### src/rtl/prog_loader.sv
// rtl/prog_loader.sv - byte-stream program loader into instruction memory with length and XOR checksum
module prog_loader #(
    parameter int ADDR_W = 10
) (
    input  logic              clk,
    input  logic              reset,
    input  logic              in_valid,
    input  logic [7:0]        in_data,
    output logic              in_ready,
    output logic              mem_we,
    output logic [ADDR_W-1:0] mem_addr,
    output logic [31:0]       mem_wdata,
    output logic              cpu_reset,
    output logic              done,
    output logic              error
);

    typedef enum logic [2:0] {
        S_LEN0 = 3'd0,
        S_LEN1 = 3'd1,
        S_DATA = 3'd2,
        S_CSUM = 3'd3,
        S_DONE = 3'd4,
        S_ERR  = 3'd5
    } state_t;

    state_t            state;
    logic [7:0]        len_lo;
    logic [15:0]       len;
    logic [1:0]        byte_cnt;
    logic [ADDR_W:0]   word_idx;
    logic [23:0]       word_buf;
    logic [7:0]        csum;

    logic              xfer;
    logic [15:0]       len_n;
    logic [ADDR_W:0]   next_idx;
    logic              len_oversize;

    // Transfer qualifier, candidate length and next word index
    always_comb begin
        xfer         = in_valid && in_ready;
        len_n        = {in_data, len_lo};
        next_idx     = word_idx + 1'b1;
        len_oversize = (32'(len_n) > (32'd1 << ADDR_W));
    end

    // Loader FSM with registered outputs; mem_we is a single-cycle pulse
    always_ff @(posedge clk) begin
        if (reset) begin
            state     <= S_LEN0;
            len_lo    <= 8'd0;
            len       <= 16'd0;
            byte_cnt  <= 2'd0;
            word_idx  <= '0;
            word_buf  <= 24'd0;
            csum      <= 8'd0;
            mem_we    <= 1'b0;
            mem_addr  <= '0;
            mem_wdata <= 32'd0;
            in_ready  <= 1'b1;
            cpu_reset <= 1'b1;
            done      <= 1'b0;
            error     <= 1'b0;
        end else begin
            mem_we <= 1'b0;
            if (xfer) begin
                case (state)
                    S_LEN0: begin
                        len_lo <= in_data;
                        csum   <= csum ^ in_data;
                        state  <= S_LEN1;
                    end
                    S_LEN1: begin
                        len  <= len_n;
                        csum <= csum ^ in_data;
                        if (len_n == 16'd0) begin
                            state <= S_CSUM;
                        end else if (len_oversize) begin
                            state    <= S_ERR;
                            in_ready <= 1'b0;
                            error    <= 1'b1;
                        end else begin
                            state <= S_DATA;
                        end
                    end
                    S_DATA: begin
                        csum     <= csum ^ in_data;
                        byte_cnt <= byte_cnt + 2'd1;
                        case (byte_cnt)
                            2'd0: word_buf[7:0]   <= in_data;
                            2'd1: word_buf[15:8]  <= in_data;
                            2'd2: word_buf[23:16] <= in_data;
                            default: begin
                                mem_we    <= 1'b1;
                                mem_wdata <= {in_data, word_buf};
                                mem_addr  <= word_idx[ADDR_W-1:0];
                                word_idx  <= next_idx;
                                if (32'(next_idx) == 32'(len)) begin
                                    state <= S_CSUM;
                                end
                            end
                        endcase
                    end
                    S_CSUM: begin
                        in_ready <= 1'b0;
                        if (in_data == csum) begin
                            state     <= S_DONE;
                            done      <= 1'b1;
                            cpu_reset <= 1'b0;
                        end else begin
                            state <= S_ERR;
                            error <= 1'b1;
                        end
                    end
                    default: begin
                        // DONE and ERR are terminal; in_ready is low so no transfer arrives
                        state <= state;
                    end
                endcase
            end
        end
    end

endmodule

### config.mk
export PLATFORM = sky130hd
export DESIGN_NAME = prog_loader
export DESIGN_NICKNAME = d
export VERILOG_FILES = /design/src/rtl/prog_loader.sv
export SDC_FILE = /design/constraint.sdc
export NUM_CORES = 1
export LEC_CHECK = 0
export CAP_MARGIN = 20
export CELL_PAD_IN_SITES_DETAIL_PLACEMENT = 0
export CELL_PAD_IN_SITES_GLOBAL_PLACEMENT = 1
export CORE_MARGIN = 3
export CORE_UTILIZATION = 25
export DETAILED_ROUTE_END_ITERATION = 12
export PLACE_DENSITY_LB_ADDON = 0.1
export SETUP_SLACK_MARGIN = 0.15
export SLEW_MARGIN = 20
export SYNTH_ARGS = -nofsm -noshare
export SYNTH_HDL_FRONTEND = slang
export SYNTH_SLANG_ARGS = --single-unit
### constraint.sdc
create_clock -name clk -period 2.55 [get_ports clk]
set_clock_uncertainty 0.2 [all_clocks]
set_input_delay 0.51 -clock clk [delete_from_list [all_inputs] [get_ports clk]]
set_output_delay 0.51 -clock clk [all_outputs]
set_load 0.02 [all_outputs]
## Word level (Yosys, flattened, before mapping)

Index checks and enable logic that the tools add are counted.

| word-level totals | value |
|---|---|
| output and inout bits | 47 |
| logic and storage cells | 70 |
| register bits | 119 |
| input bits | 11 |

| operators by class | value |
|---|---|
| multiplexer cells | 14 |
| bitwise operators | 4 |
| equal/unequal tests | 12 |
| reductions and logical operators | 21 |
| order comparisons | 1 |
| $add $sub $neg | 2 |

Operators with widths:

| operator | count |
|---|---|
| $eq 11x16->1 | 1 |
| $gt 16x11->1 const B | 1 |
| $logic_not 16->1 | 1 |
| $reduce_and 3->1 | 5 |
| $mux 3 | 4 |
| $pmux 3 s4 | 1 |
| $add 11x1->11 const B | 1 |
| $ne 2x2->1 const B | 5 |
| $reduce_or 3->1 | 3 |
| $eq 8x8->1 | 1 |
| $reduce_and 2->1 | 4 |
| $reduce_and 4->1 | 2 |
| $xor 8x8->8 | 1 |
| $mux 1 | 7 |
| $eq 3x2->1 const B | 2 |
| $reduce_and 5->1 | 1 |
| $pmux 1 s2 | 2 |
| $reduce_bool 4->1 | 1 |
| $eq 3x1->1 const B | 1 |
| $logic_not 3->1 | 1 |
| $not 1->1 | 3 |
| $add 2x1->2 const B | 1 |
| $eq 2x1->1 const B | 1 |
| $eq 2x2->1 const B | 1 |
| other kinds (3) | 3 |

## Depth between registers and ports, before layout

Gate-level depths: netlist of the first run.

| depth | value |
|---|---|
| word-level depth | 5 |
| mapped depth | 8 |
| mapped depth without buffers | 7 |

## Least setup slack after synthesis of the first run

Ideal clock, no wire load.

| timing | value |
|---|---|
| path type | input-to-reg |
| from | in in_data[4] |
| to | reg state[1] |
| setup slack | 0.450 ns |
| data arrival time | 1.840 ns |
| data required time | 2.290 ns |
| setup time | 0.060 ns |
| buffers on the path | 1 |
| stages on the path | 7 |
| path through | buf_2 or4_4 nor3_2 a21boi_4 a21oi_2 nor3_2 a32o_1 |

| on the way | value |
|---|---|
| cells in the longest elaborated chain, start to end | 4 |
| elaborated cells on any way between the ends | 5 |
| those cells by class | 1 x order compare; 3 x mux; 1 x reduce/logical |

RTL lines:

| element | RTL line | RTL |
|---|---|---|
| start: declaration | 8 | `input logic [7:0] in_data,` |
| $gt 16x11->1 | 45 | `len_oversize = (32'(len_n) > (32'd1 << ADDR_W));` |
| $mux 3 | 79 | `end else if (len_oversize) begin` |
| $mux 3 * | 77 | `if (len_n == 16'd0) begin` |
| $pmux 3 s4 * | 68 | `case (state)` |
| end signal: assignment | 118 | `state <= state;` |
| end: declaration | 27 | `state_t state;` |

Every way passes the cells marked *; elsewhere a longest branch is shown, timed or not.
A chain may end at the register's enable or synchronous reset.

## Final worst setup path of the first run

| timing | value |
|---|---|
| from | reg in_ready |
| to | out in_ready |

RTL lines:

| element | RTL line | RTL |
|---|---|---|
| start: declaration | 9 | `output logic in_ready,` |
| start signal: assignment | 61 | `in_ready <= 1'b1;` |
| start signal: assignment | 81 | `in_ready <= 1'b0;` |
| start signal: assignment | 106 | `in_ready <= 1'b0;` |

No word-level cell between the ends.

==> metrics, run 1 <==
Pwr Total 4.601 mW; f_max 458.5 MHz; fraction of layout cells with a size suffix above 1 13.42%; Setup TNS 0 ns; total track usage 13.64%; Vias/cell 4.401; final hold slack 0.2506 ns; dominant cell type by area after synthesis dfxtp_1; PD cells 695.2 mW/mm²; Flop pwr share 42.0%; Synth top cells by count nand2_1, dfxtp_1, a21oi_1; DP HPWL 10.16 mm; final setup violation count 0; clock sinks 119; Die H 147.7 µm; width of the die 147.7 µm; syn_area_per_cell 8.425 µm²; total number of vias 4150; min cycle time layout 2.181 ns; Area Growth Syn to Fin 31.82%; largest net degree at the start of global routing 41; Placer Congestion 0.8135; worst vdd ir 474.0 µV; Die ar. 0.02182 mm²; global-route wire length before repair 23.04 mm; Slew HR 73.07%; num ports 58; CTS-repair resized insts 0; slowest cell delay on critical path 0.65 ns; Sw Ratio 24.46%; Net Switching 1.126 mW; Synthesized Nets 612; antenna viol nets, final 0; most frequent cell after synthesis nand2_1; crit path capture type primary output; Yosys warning count 0; Post-Syn Area 0.005021 mm²; Post-CTS Setup Bufs 0; Inserted Diodes 0; CP Launch Type register; PortBufs 57; clock share of power 52.1%; Slew @ Worst Pin 0.4039 ns; share of the synthesized area in the top cell type 47.45%; Root Buffer Master clkbuf_16; ys async rst share 0%; Buf+Inv Stages, Crit Path 1; grt total ovfl 0; Synth area leaders dfxtp_1, nand2_1, a21oi_1, mux2i_1, nor2_1; Bufs on Longest Clock Path 2; dpl ws -0.05997 ns; delay-heaviest family, CP buffers and inverters; Skew-Pair Late Insertion Delay 0.41 ns; Distinct cells, synth 47; WP data arrival 1.47 ns; HP Class reg -> reg; WL final 14.33 mm; CTS Hold Buffers Added 0; Internal 3.476 mW; sequential element share of the synthesized area 47.45%; unrepaired setup endpoints after global routing no; Synth Flop Type dfxtp_1; Gate power share 5.9%; number of detailed-route iterations in the first pass 4; Fin. Hold Viols 0; leakage 2.264 nW; CTS clock-pin slew for the worst setup and hold paths 0.06 ns; Slew Viols, Final 0; WS Path Type reg -> out; nets 681; Gate Count Post-Synth 596; DR WL/cell 15.19 µm; status finished, final reports clean; Yosys reg bits 119; starting density of the core 25.63%; period utilisation layout 85.53%; worst-path cell chain clkdlybuf4s50_1; DRC Markers 0; max_cap viols 0; initial antenna violation count 0; EDFF count, synth 0; Final WS setup 0.3689 ns; H-tree Lvls 4; vias in the first global route 4019; Crit path required time 1.84 ns; std cell rows 51; CTS tree done; slowest cell on the critical path clkdlybuf4s50_1; DRT iter0 DRCs 184; CTS Buf Count 17; core area 0.01959 mm²; worst-path fanout max 5
[final cells by class]
class                   count  area, µm²
well taps                 265      331.6
flip-flops and latches    119       2382
inverters                   5      18.77
repair buffers             95      903.4
clock buffers              17      425.4
clock inverters            15      167.7
multi-input cells         427       2390
fillers                  2078      12970
[registers in the layout (all words and copies together), names as in the netlist, 2 cells and up]
register,count
mem_wdata,32
word_idx,11
mem_addr,10
len_lo,8
state,3
byte_cnt,2
len,16
word_buf,24
csum,8
[power by group through the flow]
stage	Combinational, mW	Sequential (mW)	Clock, mW
final	0.272	1.93	2.40
after global routing	0.303	1.94	2.56
after CTS	0.279	1.93	2.47
after detailed placement	0.277	1.97	0
after global placement	0.277	1.97	0
after floorplan	0.173	1.96	0
[path summary, 6_finish.rpt]
kind,start,slack (ns),end,cells past startpoint
hold reg to reg,word_buf[1]$_SDFFE_PP0P_,0.25,mem_wdata[1]$_SDFFE_PP0P_,2
setup / recovery,in_ready$_SDFFE_PP1P_,0.37,in_ready,1
setup reg to reg,word_idx[2]$_SDFFE_PP0P_,0.43,state[0]$_SDFFE_PP0P_,6
hold / removal,word_buf[1]$_SDFFE_PP0P_,0.25,mem_wdata[1]$_SDFFE_PP0P_,2
[routing by layer]
metal  vias up  global-route usage, %  share of wire [%]
li1       2126                      -                  -
met1      1947                  19.44                 52
met2        71                  20.12                 43
met3         6                  3.617                3.6
met4         0                  4.334               0.78
met5         -                      0                  0
[cells in the final DEF, fill, tap and decap left out, drive strengths merged, types with 2 or more instances in the layout]
master,count
o21ai,5
nor3,10
nor2,57
nor4,3
xor2,20
nand2,130
a31oi,3
buf,39
a21oi,78
nor2b,4
a21o,2
clkbuf,17
bufinv,2
mux2i,25
nand3,39
ha,5
a211oi,2
dfxtp,119
clkinv,3
nand2b,2
clkdlybuf4s50,56
or3,4
xnor2,21
nand4,5
inv,11
clkinvlp,4
[cell families after synthesis]
family                   count (synthesis)  share of synthesized area (%)
buffers and inverters                   50                          5.433
AND/OR/NAND/NOR                        260                          22.83
flip-flops                             119                          47.45
XOR/XNOR                                41                          7.301
adder cells (fa/ha/maj)                  5                          1.246
multiplexers                            25                          4.984
AO/OA/AOI/OAI                           96                          10.77
[metrics by stage]
step	instances	cell area (µm²)	util (%)
floorplan	596	5021	-
global placement	911	6017	30.71
detailed placement	911	6017	30.71
CTS	943	6610	33.74
global route	943	6619	33.79
finish	943	6619	33.79
Note: power is estimated with default switching activity, not from simulation.
==> run 2, diff against run 1 <==
- CTS_CLUSTER_SIZE: default -> 40
- clock period: 2.55 -> 2.3 ns (I/O delays scaled with it)
==> run 2 against run 1 <==
Sequential power grew 11%. Die area unchanged. Final area is 1.6% higher. Worst hold slack got worse by 0.0046 ns. Non-clock buffer count grew 9. Setup slack worse by 0.16 ns. Global-route usage decreased by 0.13 points. Wire length shrank 1.6%. Register-to-register slack got worse by 0.17 ns. Largest cell class unchanged. Highest routed layer unchanged.
==> metrics, run 2 (same netlist as run 1, synthesis figures left out) <==
status finished, final reports clean; Inserted Diodes 0 (unchanged); Biggest register mem_wdata; clock share of power 52.7% (+0.6 points); Slew HR 70.99% (-2.1 points); fraction of layout cells with a size suffix above 1 14.58% (+1.2 points); CP Launch Type input port; final setup violation count 0 (unchanged); HP Class reg -> reg; Layout fillers 2061 (-0.82%); CTS Buf Count 17 (unchanged); PD cells 771.3 mW/mm² (+11%); Fin. Hold Viols 0 (unchanged); std cell rows 51 (unchanged); DP HPWL 10.06 mm (-0.94%); Die ar. 0.02182 mm² (unchanged); largest net degree at the start of global routing 49 (+20%); Gate power share 6.0% (about the same); max reg flops 32 (unchanged); final hold slack 0.2460 ns (-0.004624 ns); Internal 4.049 mW (+17%); clock sinks 119 (unchanged); Post-CTS Setup Bufs 0 (unchanged); Skew-Pair Late Insertion Delay 0.41 ns (about the same); crit path capture type register; DRT iter0 DRCs 213 (+16%); H-tree Lvls 4 (unchanged); Net Switching 1.137 mW (+0.97%); CTS tree done; grt total ovfl 0 (unchanged); worst-path cell chain clkdlybuf4s50_1 > buf_4 > nor4_1 > nand3_1 > xor2_1 > a31oi_1 > a21oi_1 > a211oi_2; Crit path required time 2.43 ns (+0.59 ns); antenna viol nets, final 0 (unchanged); Area Growth Syn to Fin 33.91%; total track usage 13.51% (-0.13 points); Sw Ratio 21.92% (-2.5 points); worst vdd ir 499.1 µV (+5.3%); number of detailed-route iterations in the first pass 4 (unchanged); worst-path fanout max 4 (-1); unrepaired setup endpoints after global routing yes; WS Path Type in -> reg; WL final 14.10 mm (-1.6%); most common cell after layout, fill and taps aside nand2_1; core area 0.01959 mm² (unchanged); fin area 0.006724 mm² (+1.6%); f_max 477.7 MHz; Placer Congestion 0.7782 (-4.3%); slowest cell on the critical path clkdlybuf4s50_1; registers with the most flip-flops mem_wdata (32), word_buf (24), len (16); total number of vias 4163 (+0.31%); num ports 58 (unchanged); Flop pwr share 41.3% (-0.7 points); period utilisation layout 91.01%; placed inst area 0.006085 mm² (+1.1%); max_cap viols 0 (unchanged); Slew Viols, Final 0 (unchanged); Die H 147.7 µm (unchanged); min cycle time layout 2.093 ns; initial antenna violation count 0 (unchanged); vias in the first global route 4127 (+2.7%); DR WL/cell 14.82 µm (-2.4%); WP data arrival 2.22 ns (+0.75 ns); slowest cell delay on critical path 0.40 ns (-0.25 ns); nets 690 (+1.3%); DRC Markers 0 (unchanged); Slew @ Worst Pin 0.4312 ns (+0.02732 ns); PortBufs 57 (unchanged); leakage 2.351 nW (+3.8%); global-route wire length before repair 22.91 mm (-0.57%); Root Buffer Master clkbuf_16; starting density of the core 25.63% (unchanged); most frequent cells in the layout nand2_1, dfxtp_1, a21oi_1; Bufs on Longest Clock Path 2 (unchanged); CTS clock-pin slew for the worst setup and hold paths 0.06 ns (about the same); width of the die 147.7 µm (unchanged); Vias/cell 4.377 (-0.53%)
## run 2: cell types whose count changed in the layout (fill, tap and decap cells not counted), sizes merged
cell,previous run,this run
dlymetal6s2s,0,3
bufinv,2,3
clkdlybuf4s50,56,53
buf,39,48
inv,11,5
clkbuf,17,23
clkinvlp,4,2
## run 2: routing by layer
metal	track usage [%]	wire length [µm]	share of wire [%]	vias to the layer above
met1	19.62	7257	51	1914
met2	19.68	6002	43	90
met5	0	0	0	-
li1	-	-	-	2145
met3	2.943	644	4.6	14
met4	4.846	191	1.4	0
## run 2: power by group through the flow
stage	Sequential, mW	Combinational (mW)	Clock, mW
6_report	2.14	0.311	2.73
5_1_grt	2.15	0.343	2.92
4_1_cts	2.14	0.317	2.82
3_5_place_dp	2.19	0.315	0
3_3_place_gp	2.19	0.314	0
2_1_floorplan	2.18	0.192	0
## run 2: cell type report
cell class,instances,area [µm²],area share (%)
inverter,5,18.77,0.2791
timing repair buffer,104,978.4,14.55
sequential,119,2385,35.47
clock inverter,8,120.1,1.786
tap,265,331.6,4.931
multi-input combinational,427,2402,35.73
clock buffer,23,488.0,7.257
## run 2: worst paths after layout
kind / from / end / slack (ns) / cells after the start
worst max-delay path: in_data[0] / state[0]$_SDFFE_PP0P_ / 0.21 / 8
worst min register to register: done$_SDFFE_PP0P_ / done$_SDFFE_PP0P_ / 0.25 / 2
worst max register to register: word_idx[3]$_SDFFE_PP0P_ / state[0]$_SDFFE_PP0P_ / 0.26 / 6
worst min-delay path: done$_SDFFE_PP0P_ / done$_SDFFE_PP0P_ / 0.25 / 2
## run 2: metrics by stage
stage / cells / util [%] / setup TNS (ns) / worst slack, ns / power (mW)
6_report: 951 / 34.32 / 0 / 0.2068 / 5.186
5_1_grt: 951 / 34.32 / 0 / 0.09503 / 5.409
4_1_cts: 951 / 34.21 / 0 / 0.1586 / 5.280
3_5_place_dp: 920 / 31.06 / -9.785 / -0.3120 / 2.502
3_3_place_gp: 920 / 31.06 / -9.759 / -0.3141 / 2.501
2_1_floorplan: 596 / - / 0 / 0.2135 / 2.367
## run 2: timing repair
action,CTS,global route
resized for setup,2,8
hold buffers,0,0
pin swaps,0,0
endpoints found under the setup margin,1,29
## run 2: worst max-delay path: cells and delay by family
family | cells | cell delay [ns]
buffers and inverters | 2 | 0.56
AND/OR/NAND/NOR | 2 | 0.54
AO/OA/AOI/OAI | 3 | 0.45
XOR/XNOR | 1 | 0.21
==> RTL change 1, RTL diff (flow settings as in run 2) <==
`ADDR_W`: 10 -> 9.
--- a/src/rtl/prog_loader.sv
+++ b/src/rtl/prog_loader.sv
@@ -1,5 +1,5 @@
 // rtl/prog_loader.sv - byte-stream program loader into instruction memory with length and XOR checksum
 module prog_loader #(
-    parameter int ADDR_W = 10
+    parameter int ADDR_W = 9
 ) (
     input  logic              clk,
Interface: changed (resized mem_addr); port bits go from 58 to 57. The function was not compared with the original's and may differ.
==> RTL change 1 against run 2 <==
  * Cell area down 4.1%
  * Sequential cell count shrank 2
  * Critical path depth is 1 lower
  * Synthesized area decreased by 3.9%
  * Setup slack better by 21 ps
  * Register-to-register slack worse by 30 ps
  * Routed wire length shrank 6.1%
  * Power is 2.3% lower
  * Highest routed layer unchanged
==> RTL change 1: results (changes against run 2) <==
Status
  – Status: complete, no violations

Drt
  – Routed length per instance: 14.2 um (-4.1%)
  – Initial DRC count: 160 (-25%)
  – Vias: 4,109 (-1.3%)
  – First-pass DRT Iterations: 4 (unchanged)

Final layout
  – Fill count: 2,001 (-2.9%)
  – Clock-cell share: 9.24% (+0.20 points)
  – Multi-In Gates: 424 (-0.70%)
  – Register area: 2340 sq um (-1.7%)
  – Fraction of area in non-clock buffers: 13.9% (-0.63 points)
  – Biggest regs: mem_wdata x32, word_buf x24, len x16
  – Nonclk buf count: 93 (-11%)
  – Layout cells sized above 1: 11.6% (-3.0 points)
  – Fraction of area in multi-input gates: 35.2% (-0.58 points)
  – Nets: 674 (-2.3%)
  – Layout clock buffers: 24 (+4.3%)

CTS
  – Clk root buf: clkbuf_16
  – TritonCTS Sinks: 117 (-1.7%)
  – Setup repair bufs after CTS: 0 (unchanged)
  – H-tree levels: 4 (unchanged)
  – Post-CTS resize count: 6 (+4)
  – CTS buffer count: 17 (unchanged)
  – Clk_lat worst skew: 410 ps (about the same)
  – Clock transition at path regs: 50 ps

Power and ir drop
  – Maximum VDD drop: 0.000486 V (-2.7%)
  – Pleak: 2.20 nW (-6.6%)

Global routing
  – Initial antenna violation count: 0 (unchanged)
  – Vias in the first global route: 4,030 (-2.4%)
  – Largest net degree at the start of global routing: 119 (+140%)
  – First-pass GRT wire length: 21,700 um (-5.5%)
  – Total track usage: 13.0% (-0.50 points)

Placement
  – Pre-CTS setup slack: -455 ps (-143 ps)
  – Final Wtd Congestion: 0.766 (-1.6%)
  – Input/output buffers: 56 (-1.8%)
  – DP Wirelength: 8880 um (-12%)

Critical path
  – CP arrival: about 2200 ps
  – CP max-delay cell: or3_1
  – CP Max Fanout: 5 (+1)
  – Family with the most delay on the worst path: simple AND/OR/NAND/NOR gates
  – Crit-path max cell delay: 340 ps (-60 ps)

Timing
  – Final hold vios: 0 (unchanged)
  – Slew HR: 64.2% (-6.8 points)

Yosys
  – Synth warn: 0 (unchanged)
  – Sequential area share after synthesis: 48.5% (+1.1 points)
  – Syn_nets: 608 (-0.65%)
  – Ranking of synthesized cells by instance count: nand2_1, dfxtp_1, a21oi_1
  – Unique cell type count in the Yosys netlist: 40 (-15%)
  – Synth area leaders: dfxtp_1, nand2_1, a21oi_1, xor2_1, xnor2_1
## RTL change 1: changes by cell type in the layout (fill, tap and decap cells not counted), moves of 4 or more
cell	before	now
o21ai_0	5	20
mux2i_1	25	9
nand2_1	130	146
a21oi_1	77	90
buf_4	44	33
nor2_1	54	41
nand3_1	38	34
## RTL change 1: final timing paths
| kind | startpoint | to | slack (ps) | cells after the start |
|---|---|---|---|---|
| max | word_idx[0] | state[0] | 230 | 7 |
| max reg2reg | word_idx[0] | state[0] | 230 | 7 |
| min reg2reg | done | done | 240 | 2 |
| min | done | done | 240 | 2 |
## RTL change 1: metrics by stage
step	hold slack (ps)	instance area [sq um]	std cells	total power (W)	util, %
final	244	6450	931	0.00507	34.2
after global routing	260	6450	931	0.00527	34.2
after CTS	246	6440	931	0.00515	34.2
after detailed placement	237	5820	899	0.00245	30.9
after global placement	238	5820	899	0.00245	30.9
after floorplan	232	4820	592	0.00233	-
## RTL change 1: per-layer routing
| metal | vias up | GRT usage [%] | share of wire [%] |
|---|---|---|---|
| met5 | - | 0 | 0 |
| met4 | 0 | 5.32 | 1.6 |
| met3 | 13 | 3.00 | 2.9 |
| met2 | 64 | 20.8 | 46 |
| met1 | 1939 | 17.0 | 50 |
| li1 | 2093 | - | - |
## RTL change 1: cell families (layout without fill, tap and decap cells)
kind of cell    Yosys count  count (layout)  synth area share (%)
simple gates            252             252                  23.0
compound gates          117             117                  12.7
flops                   117             117                  48.5
buf+inv                  51             130                  5.11
xor+xnor                 41              41                  7.44
mux                       9               9                  1.87
fa+ha+maj                 5               5                  1.30
## RTL change 1: power breakdown
group	switching (W)	total [W]	internal [W]
clock network	0.000905	0.00266	0.00176
registers	0.0000323	0.00210	0.00207
logic	0.000173	0.000302	0.000129
==> RTL change 2, RTL diff (config.mk and constraints of run 2) <==
Without the edit above. Re-encode `state_t` (6 states) as one-hot, 6 bits wide.
--- a/src/rtl/prog_loader.sv
+++ b/src/rtl/prog_loader.sv
@@ -16,11 +16,11 @@
 );
 
-    typedef enum logic [2:0] {
-        S_LEN0 = 3'd0,
-        S_LEN1 = 3'd1,
-        S_DATA = 3'd2,
-        S_CSUM = 3'd3,
-        S_DONE = 3'd4,
-        S_ERR  = 3'd5
+    typedef enum logic [5:0] {
+        S_LEN0 = 6'b000001,
+        S_LEN1 = 6'b000010,
+        S_DATA = 6'b000100,
+        S_CSUM = 6'b001000,
+        S_DONE = 6'b010000,
+        S_ERR  = 6'b100000
     } state_t;
 
Function: same outputs for any inputs over 4 cycles, from zero or initial values and one cycle with reset high; so few cycles prove little.
==> RTL change 2 against run 2 <==
  * Sequential cell count increased by 3
  * Cell area rose by 1.2%
  * Synthesized area increased by 0.57%
  * Non-clock buffer count is 6 lower
  * Fmax increased by 0.11%
  * Combinational power increased by 48%
  * Power is 5.6% higher
  * Sequential share of layout area is 0.59 points higher
  * Routed wire length decreased by 4.1%
  * Count of clock-buffer cells in the layout is 2 lower
  * Setup slack improved by 2.3 ps
  * Hold slack improved by 4.7 ps
  * Largest cell class unchanged
==> RTL change 2: results (changes against run 2) <==
Min path
  – Hold Crit Start: mem_wdata[15]
  – Hold Crit Endpoint: mem_wdata[15]

Global routing
  – Vias in the first global route: 4,090 (-0.90%)
  – GR met2 Demand/Resource: 19.5% (-0.14 points)
  – Largest net degree at the start of global routing: 87 (+78%)
  – First-pass GRT wire length: 22,100 um (-3.6%)
  – Met3 Usage GRT: 3.17% (+0.23 points)
  – Total track usage: 12.9% (-0.66 points)
  – Routing usage on met1: 17.9% (-1.8 points)

Final layout
  – Layout clock buffers: 21 (-8.7%)
  – Invs w/o clock: 6 (+1)
  – Clock-cell share: 8.99% (-0.053 points)
  – Nonclk buf count: 98 (-5.8%)
  – Nets: 684 (-0.87%)
  – Multi-In Gates: 423 (-0.94%)
  – Seq area share: 36.1% (+0.59 points)

Power and ir drop
  – Sequential cell power: 0.00226 W (+6%)
  – Pleak: 2.53 nW (+7.7%)
  – Sw Share: 23.6% (+1.7 points)
  – Maximum VDD drop: 0.000507 V (+1.6%)

Critical path
  – CP Max Fanout: 3 (-1)
  – R2R Setup Slk: 210 ps (-50 ps)

Drt
  – Vias per cell: 4.42 (+0.90%)
  – Post-Route WL: 13,500 um (-4.1%)
  – Initial DRC count: 185 (-13%)
  – Routed length per instance: 14.3 um (-3.5%)
  – Met2 wire length: 6060 um (+0.90%)

Yosys
  – Post-synthesis xor/xnor area fraction: 7.98% (+0.68 points)
  – Ranking of synthesized cells by instance count: nand2_1, dfxtp_1, a21oi_1
  – Adder and majority gate portion of the synthesized area: 1.24% (-0.0071 points)
  – Synthesized area per cell: 8.44 sq um (+0.24%)
  – Unique cell type count in the Yosys netlist: 43 (-8.5%)
  – Synth area leaders: dfxtp_1, nand2_1, a21oi_1, mux2i_1, xor2_1
  – Multiplexer share of the synthesized area: 5.15% (+0.17 points)
  – Syn_nets: 614 (+0.33%)

CTS
  – Setup repair bufs after CTS: 1 (+1)

Status
  – Status: complete, no violations

Placement
  – Placed cell count: 913 (-0.76%)
  – Final Wtd Congestion: 0.743 (-4.5%)
  – DP Wirelength: 9160 um (-8.9%)

Timing
  – Slew HR: 72.3% (+1.3 points)

Die
  – Full die area: 21,900 sq um (+0.55%)
## RTL change 2: cell count changes in the layout (fill, tap and decap cells not counted), sizes merged, moves of 4 or more
cell and delta:
nor2 -7, buf -6, nor2b -4, a21oi -4
nor3 -4, xor2 +5, and3 +4, nand3 -6
nand2 +4
## RTL change 2: worst max-delay path by stage
stage | start | to | slack (ps) | cells past startpoint
global route | word_idx[0] | state[0] | 120 | 8
CTS | len[15] | state[0] | 80 | 8
floorplan | len[12] | cpu_reset | 190 | 6
global placement | in_valid | word_idx[9] | -170 | 7
finish | word_idx[0] | state[3] | 210 | 8
detailed placement | in_valid | mem_wdata[15] | -180 | 7
## RTL change 2: per-stage QoR
stage	power [W]	hold WS (ps)	TNS, ps	setup WS (ps)
floorplan	0.00261	232	0	190
detailed placement	0.00274	247	-11300	-180
global placement	0.00274	241	-9630	-172
CTS	0.00555	249	0	75.1
global route	0.00572	264	0	116
finish	0.00548	251	0	209
